File: src/rtl/video_mixer.sv
// Multi-layer video compositor: two-stage pipeline with colour-key overlay, background
// fill and frame-synchronous double-buffered configuration.
module video_mixer #(
  parameter int unsigned NUM_LAYERS = 2,
  parameter int unsigned COLOR_BITS = 4,
  parameter bit          HSYNC_POL  = 1'b0,
  parameter bit          VSYNC_POL  = 1'b0
) (
  input  logic                              clk,
  input  logic                              reset_i,
  input  logic                              hsync_i,
  input  logic                              vsync_i,
  input  logic                              de_i,
  input  logic [NUM_LAYERS*3*COLOR_BITS-1:0] layer_rgb_i,
  input  logic                              cfg_we_i,
  input  logic [3:0]                        cfg_addr_i,
  input  logic [23:0]                       cfg_data_i,
  output logic                              hsync_o,
  output logic                              vsync_o,
  output logic                              de_o,
  output logic [COLOR_BITS-1:0]             r_o,
  output logic [COLOR_BITS-1:0]             g_o,
  output logic [COLOR_BITS-1:0]             b_o,
  output logic                              cfg_pending_o,
  output logic [15:0]                       frame_count_o
);

  localparam int unsigned CW = 3 * COLOR_BITS;

  typedef struct packed {
    logic [NUM_LAYERS-1:0]         layer_en;
    logic [NUM_LAYERS-1:0]         key_en;
    logic [CW-1:0]                 bg;
    logic [NUM_LAYERS-1:0][CW-1:0] key;
  } bank_t;

  localparam bank_t BANK_RST = '{layer_en: NUM_LAYERS'(1), key_en: '0, bg: '0, key: '0};

  // Stage 1: registered inputs
  logic                       hs1_q, vs1_q, de1_q;
  logic [NUM_LAYERS*CW-1:0]   rgb1_q;
  logic                       vs_prev_q;
  // Stage 2: registered outputs
  logic                       hs2_q, vs2_q, de2_q;
  logic [CW-1:0]              rgb2_q, rgb2_d;

  bank_t                      shadow_q, shadow_d, active_q, active_d;
  logic                       pending_q, pending_d;
  logic [15:0]                frame_q, frame_d;
  logic                       cfg_valid, boundary;
  logic [CW-1:0]              mix, pix;

  logic unused_cfg;
  assign unused_cfg = ^cfg_data_i;

  always_comb begin
    shadow_d  = shadow_q;
    cfg_valid = 1'b0;
    if (cfg_we_i) begin
      if (cfg_addr_i == 4'd0) begin
        shadow_d.layer_en = cfg_data_i[NUM_LAYERS-1:0];
        shadow_d.key_en   = cfg_data_i[8 +: NUM_LAYERS];
        cfg_valid         = 1'b1;
      end else if (cfg_addr_i == 4'd1) begin
        shadow_d.bg = cfg_data_i[CW-1:0];
        cfg_valid   = 1'b1;
      end else begin
        for (int unsigned n = 0; n < NUM_LAYERS; n++) begin
          if (cfg_addr_i == 4'(n + 2)) begin
            shadow_d.key[n] = cfg_data_i[CW-1:0];
            cfg_valid       = 1'b1;
          end
        end
      end
    end

    // Active bank takes the pre-write shadow; a same-cycle write stays pending.
    boundary  = (vs1_q == VSYNC_POL) && (vs_prev_q != VSYNC_POL);
    active_d  = boundary ? shadow_q : active_q;
    pending_d = cfg_valid ? 1'b1 : (boundary ? 1'b0 : pending_q);
    frame_d   = boundary ? frame_q + 16'd1 : frame_q;
  end

  always_comb begin
    mix = active_q.bg;
    pix = '0;
    for (int unsigned n = 0; n < NUM_LAYERS; n++) begin
      pix = rgb1_q[n*CW +: CW];
      if (active_q.layer_en[n] && !(active_q.key_en[n] && (pix == active_q.key[n]))) begin
        mix = pix;
      end
    end
    rgb2_d = de1_q ? mix : '0;
  end

  always_ff @(posedge clk) begin
    if (reset_i) begin
      hs1_q     <= ~HSYNC_POL;
      vs1_q     <= ~VSYNC_POL;
      de1_q     <= 1'b0;
      rgb1_q    <= '0;
      vs_prev_q <= ~VSYNC_POL;
      hs2_q     <= ~HSYNC_POL;
      vs2_q     <= ~VSYNC_POL;
      de2_q     <= 1'b0;
      rgb2_q    <= '0;
      shadow_q  <= BANK_RST;
      active_q  <= BANK_RST;
      pending_q <= 1'b0;
      frame_q   <= '0;
    end else begin
      hs1_q     <= hsync_i;
      vs1_q     <= vsync_i;
      de1_q     <= de_i;
      rgb1_q    <= layer_rgb_i;
      vs_prev_q <= vs1_q;
      hs2_q     <= hs1_q;
      vs2_q     <= vs1_q;
      de2_q     <= de1_q;
      rgb2_q    <= rgb2_d;
      shadow_q  <= shadow_d;
      active_q  <= active_d;
      pending_q <= pending_d;
      frame_q   <= frame_d;
    end
  end

  assign hsync_o       = hs2_q;
  assign vsync_o       = vs2_q;
  assign de_o          = de2_q;
  assign r_o           = rgb2_q[3*COLOR_BITS-1 -: COLOR_BITS];
  assign g_o           = rgb2_q[2*COLOR_BITS-1 -: COLOR_BITS];
  assign b_o           = rgb2_q[COLOR_BITS-1:0];
  assign cfg_pending_o = pending_q;
  assign frame_count_o = frame_q;

endmodule

File: config.mk
export PLATFORM = sky130hd
export DESIGN_NAME = video_mixer
export DESIGN_NICKNAME = d
export VERILOG_FILES = /design/src/rtl/video_mixer.sv
export SDC_FILE = /design/constraint.sdc
export NUM_CORES = 1
export LEC_CHECK = 0
export ABC_AREA = 1
export CELL_PAD_IN_SITES_DETAIL_PLACEMENT = 0
export CELL_PAD_IN_SITES_GLOBAL_PLACEMENT = 1
export CORE_AREA = 2 2 143 145
export CTS_CLUSTER_DIAMETER = 200
export CTS_CLUSTER_SIZE = 24
export DETAILED_ROUTE_END_ITERATION = 12
export DIE_AREA = 0 0 145 147
export PLACE_DENSITY = 0.57
export SLEW_MARGIN = 20
export SYNTH_ARGS = -nofsm -noshare
export SYNTH_HDL_FRONTEND = slang
export SYNTH_SLANG_ARGS = --single-unit
File: constraint.sdc
create_clock -name clk -period 1.65 [get_ports clk]
set_clock_uncertainty 0.1 [all_clocks]
set_input_delay 0.2475 -clock clk [delete_from_list [all_inputs] [get_ports clk]]
set_output_delay 0.2475 -clock clk [all_outputs]
set_load 0.03 [all_outputs]
==> impl_results.html <==
<table>
<tr><th>Metric</th><th>Value</th></tr>
<tr><th colspan="2">Status</th></tr>
<tr><td>Status</td><td>finished, final reports clean</td></tr>
<tr><th colspan="2">Layout</th></tr>
<tr><td>NumNets Final</td><td>919</td></tr>
<tr><td>N_diodes</td><td>0</td></tr>
<tr><td>Synth-to-layout area growth</td><td>43.6%</td></tr>
<tr><td>Utilization after layout</td><td>39.6%</td></tr>
<tr><td>Post-Layout Cell Count</td><td>1143</td></tr>
<tr><td>Layout cells sized above 1</td><td>20.2%</td></tr>
<tr><th colspan="2">Critical path</th></tr>
<tr><td>Crit-path max cell delay</td><td>320 ps</td></tr>
<tr><td>Critical-path top delay cell</td><td>sky130_fd_sc_hd__dfxtp_2</td></tr>
<tr><td>Family of cells with the greatest summed delay on the critical path</td><td>simple AND/OR/NAND/NOR gates</td></tr>
<tr><td>Worst path most repeated cell</td><td>sky130_fd_sc_hd__buf_12</td></tr>
<tr><td>Arrival time at the worst endpoint</td><td>1810 ps</td></tr>
<tr><td>Kind of start point of the critical path</td><td>flop</td></tr>
<tr><td>Crit-path max FO</td><td>8</td></tr>
<tr><td>Setup slack, reg-to-reg</td><td>40 ps</td></tr>
<tr><td>Critical Path, Cell by Cell</td><td>inv_2, or2_0, o211ai_1, nor2_2, nand2_2, nand2_4, buf_12, buf_12, o21bai_1, nor2_1</td></tr>
<tr><td>Critical setup path kind</td><td>reg2reg</td></tr>
<tr><td>Crit end category</td><td>flop</td></tr>
<tr><td>Required @ worst endpoint</td><td>1850 ps</td></tr>
<tr><td>Bufs and invs on worst path</td><td>3</td></tr>
<tr><th colspan="2">Global route</th></tr>
<tr><td>First-pass GRT wire length</td><td>23700 um</td></tr>
<tr><td>Pin count of the biggest net entering global routing</td><td>69</td></tr>
<tr><td>Global route overflow</td><td>0</td></tr>
<tr><td>Via count of the first global-routing pass</td><td>4485</td></tr>
<tr><td>Number of antenna violations at the first check in global routing</td><td>0</td></tr>
<tr><td>Global router's overall resource usage</td><td>14.1%</td></tr>
<tr><th colspan="2">Synthesis</th></tr>
<tr><td>Distinct cells, synth</td><td>28</td></tr>
<tr><td>Synthesized Nets</td><td>794</td></tr>
<tr><td>Number of cells produced by synthesis</td><td>735</td></tr>
<tr><td>Sequential cell area fraction in the yosys report</td><td>50.8%</td></tr>
<tr><td>Number of register bits inferred by synthesis</td><td>139</td></tr>
<tr><td>Avg Cell Area, Syn</td><td>7.45 um^2</td></tr>
<tr><td>Area of the mapped netlist</td><td>5480 um^2</td></tr>
<tr><td>Warning count from the yosys run</td><td>0</td></tr>
<tr><th colspan="2">STA</th></tr>
<tr><td>Relative slew slack</td><td>71.4%</td></tr>
<tr><td>Final count of pins violating max slew</td><td>0</td></tr>
<tr><td>Setup violation total in the final timing report</td><td>0</td></tr>
<tr><td>Unrepaired setup endpoints after global routing</td><td>yes</td></tr>
<tr><td>Highest Clock Rate</td><td>0.620 GHz</td></tr>
<tr><td>Final worst path period need</td><td>1610 ps</td></tr>
<tr><td>Final period utilization</td><td>97.7%</td></tr>
<tr><td>Least-Margin Pin Slew</td><td>425 ps</td></tr>
<tr><td>Number of hold violations in the final report</td><td>0</td></tr>
<tr><th colspan="2">Floorplanning</th></tr>
<tr><td>Placeable core area</td><td>19800 um^2</td></tr>
<tr><td>Die Width</td><td>145 um</td></tr>
<tr><td>Count of standard-cell rows</td><td>52</td></tr>
<tr><td>Die height</td><td>147 um</td></tr>
<tr><td>Total die area</td><td>21300 um^2</td></tr>
<tr><td>Top-level port count</td><td>90</td></tr>
<tr><td>Initial Utilization</td><td>27.6%</td></tr>
<tr><th colspan="2">Drt</th></tr>
<tr><td>Detailed Routing Iterations Pass 1</td><td>4</td></tr>
<tr><td>Routed via count</td><td>4909</td></tr>
<tr><td>Via density per instance</td><td>4.29</td></tr>
<tr><td>Wire length reported by the detailed router</td><td>15200 um</td></tr>
<tr><td>Number of nets with antenna violations after detailed routing</td><td>0</td></tr>
<tr><td>Number of remaining DRC errors</td><td>0</td></tr>
<tr><td>DRC marker count from the first detailed-route iteration</td><td>289</td></tr>
<tr><td>Routed wire length per instance</td><td>13.3 um</td></tr>
<tr><th colspan="2">Hold path</th></tr>
<tr><td>Min-Delay Path Class</td><td>in2reg</td></tr>
<tr><th colspan="2">Run</th></tr>
<tr><td>Number of maximum-capacitance constraint violations</td><td>0</td></tr>
<tr><th colspan="2">Placed design</th></tr>
<tr><td>Final weighted congestion in routability-driven placement</td><td>0.748</td></tr>
<tr><td>Number of placed instances, taps included</td><td>1101</td></tr>
<tr><td>Port-buffer cells</td><td>77</td></tr>
<tr><td>Detailed placer's ending HPWL</td><td>10900 um</td></tr>
<tr><th colspan="2">Clock tree</th></tr>
<tr><td>Deepest clock path buffer count</td><td>2</td></tr>
<tr><td>Master cell of the clock root buffer</td><td>sky130_fd_sc_hd__clkbuf_16</td></tr>
<tr><td>Total clock sinks</td><td>139</td></tr>
<tr><td>CTS tree</td><td>yes</td></tr>
<tr><td>Clock buffer count from CTS</td><td>17</td></tr>
<tr><td>H-tree levels</td><td>4</td></tr>
<tr><td>Clock latency at the later pin of the worst-skew pair</td><td>410 ps</td></tr>
<tr><td>CTS Hold Bufs</td><td>0</td></tr>
<tr><td>Clock-pin slew on the worst setup and hold paths</td><td>60 ps</td></tr>
<tr><th colspan="2">Pwr</th></tr>
<tr><td>Maximum resistive drop on vdd</td><td>682 uV</td></tr>
<tr><td>Power Dens Cells</td><td>1080 nW/um^2</td></tr>
<tr><td>Lkg Pwr</td><td>3.38 nW</td></tr>
</table>
[per-stage QoR]
step	TNS [ps]	power [mW]	worst slack, ps	area, um^2	hold WS [ps]
after floorplan	0	4.01	18.4	5480	251
after global routing	-758	8.80	-102	7860	240
after detailed placement	-3320	4.40	-167	6920	295
after CTS	0	8.50	0.0320	7570	228
final	0	8.46	37.5	7860	244
after global placement	-2470	4.40	-124	6920	299
[where the power goes]
part	total [mW]	switching [mW]	internal [mW]
registers	3.58	0.0873	3.50
logic	0.821	0.439	0.382
clock network	4.05	1.36	2.69
[cell usage in the layout, fill, tap and decap left out, types with 2 or more instances in the layout]
| cell | instances |
|---|---|
| sky130_fd_sc_hd__clkbuf_1 | 5 |
| sky130_fd_sc_hd__buf_12 | 7 |
| sky130_fd_sc_hd__nand2_1 | 82 |
| sky130_fd_sc_hd__o21ai_1 | 5 |
| sky130_fd_sc_hd__a31oi_1 | 2 |
| sky130_fd_sc_hd__inv_2 | 12 |
| sky130_fd_sc_hd__o21ai_0 | 86 |
| sky130_fd_sc_hd__nand3_1 | 24 |
| sky130_fd_sc_hd__dlygate4sd2_1 | 30 |
| sky130_fd_sc_hd__nand3_2 | 2 |
| sky130_fd_sc_hd__a21oi_4 | 4 |
| sky130_fd_sc_hd__nor2_4 | 6 |
| sky130_fd_sc_hd__nor3_1 | 5 |
| sky130_fd_sc_hd__nand2_2 | 10 |
| sky130_fd_sc_hd__bufinv_16 | 4 |
| sky130_fd_sc_hd__o21bai_1 | 10 |
| sky130_fd_sc_hd__dfxtp_4 | 5 |
| sky130_fd_sc_hd__nand4_1 | 2 |
| sky130_fd_sc_hd__clkbuf_8 | 4 |
| sky130_fd_sc_hd__dfxtp_2 | 19 |
| sky130_fd_sc_hd__inv_1 | 107 |
| sky130_fd_sc_hd__clkbuf_16 | 20 |
| sky130_fd_sc_hd__buf_4 | 54 |
| sky130_fd_sc_hd__nor2_2 | 10 |
| sky130_fd_sc_hd__clkdlybuf4s50_1 | 45 |
| sky130_fd_sc_hd__or2_2 | 3 |
| sky130_fd_sc_hd__a21oi_2 | 5 |
| sky130_fd_sc_hd__nor2_1 | 95 |
| sky130_fd_sc_hd__or2_0 | 2 |
| sky130_fd_sc_hd__nand2_4 | 3 |
| sky130_fd_sc_hd__a21oi_1 | 74 |
| sky130_fd_sc_hd__dfxtp_1 | 115 |
| sky130_fd_sc_hd__xnor2_1 | 4 |
| sky130_fd_sc_hd__o21bai_4 | 4 |
[per-layer routing]
metal  global-route usage, %  wire (um)  vias up
li1                        -          -     2566
met1                    20.2       7730     2215
met2                    20.4       6500      111
met3                    4.25        800       17
met4                    4.26        205        0
met5                       0          0        -
[path summary, 6_finish.rpt]
check,startpoint,depth (start not counted),to
setup / recovery,active_q[16],10,rgb2_q[8]
setup reg to reg,active_q[16],10,rgb2_q[8]
hold / removal,layer_rgb_i[0],3,rgb1_q[0]
hold reg to reg,hs1_q,1,hsync_o
[registers in the layout (all words and copies together), names as in the netlist]
name	cells
hs1_q	1
hsync_o	1
cfg_pending_o	1
frame_count_o	16
shadow_q	40
vs1_q	1
rgb2_q	12
active_q	40
de_o	1
rgb1_q	24
de1_q	1
vsync_o	1
[cell type report]
cell class              count  area, um^2
clock buffers              26         499
clock inverters             6         133
fillers                  2040       12000
inverters                 119         447
multi-input cells         442        2270
flip-flops and latches    139        2830
well taps                 270         338
repair buffers            141        1350
[synthesized netlist by cell type, drive strengths merged]
library cell	number	area share, %
a21oi	83	7.6
a221oi	1	0.16
a31oi	2	0.23
buf	6	0.66
clkbuf	30	2.4
dfxtp	139	51
ha	1	0.23
inv	119	8.2
nand2	94	6.7
nand3	26	2.6
nand4	2	0.23
nor2	111	8.1
nor3	5	0.46
o211ai	1	0.14
o21ai	91	8.3
o21bai	14	1.9
or2	5	0.57
xnor2	4	0.64
xor2	1	0.16
[worst register-to-register path, delay by kind of cell (launching register included)]
kind | cells | cell delay [ps]
DFF | 1 | 320
AOI/OAI and AO/OA | 2 | 270
and+or+nand+nor | 5 | 500
buffers and inverters | 3 | 330
[cells by family (layout without fill, tap and decap cells)]
group	after synthesis	in the layout	synth area share [%]
AND/OR/NAND/NOR	243	244	18.6
AO/OA/AOI/OAI	192	192	18.4
buffers and inverters	155	292	11.2
flip-flops	139	139	50.8
XOR/XNOR	5	5	0.800
adder cells (fa/ha/maj)	1	1	0.228
[repair_timing]
| action | in CTS | in global routing |
|---|---|---|
| resized for setup | 46 | 73 |
| hold endpoints to repair | 0 | 0 |
| setup buffers | 0 | 6 |
| cloned | 1 | 3 |
| setup endpoints to repair | 45 | 17 |
| pin swaps | 2 | 34 |
(Power assumes the default switching activity.)
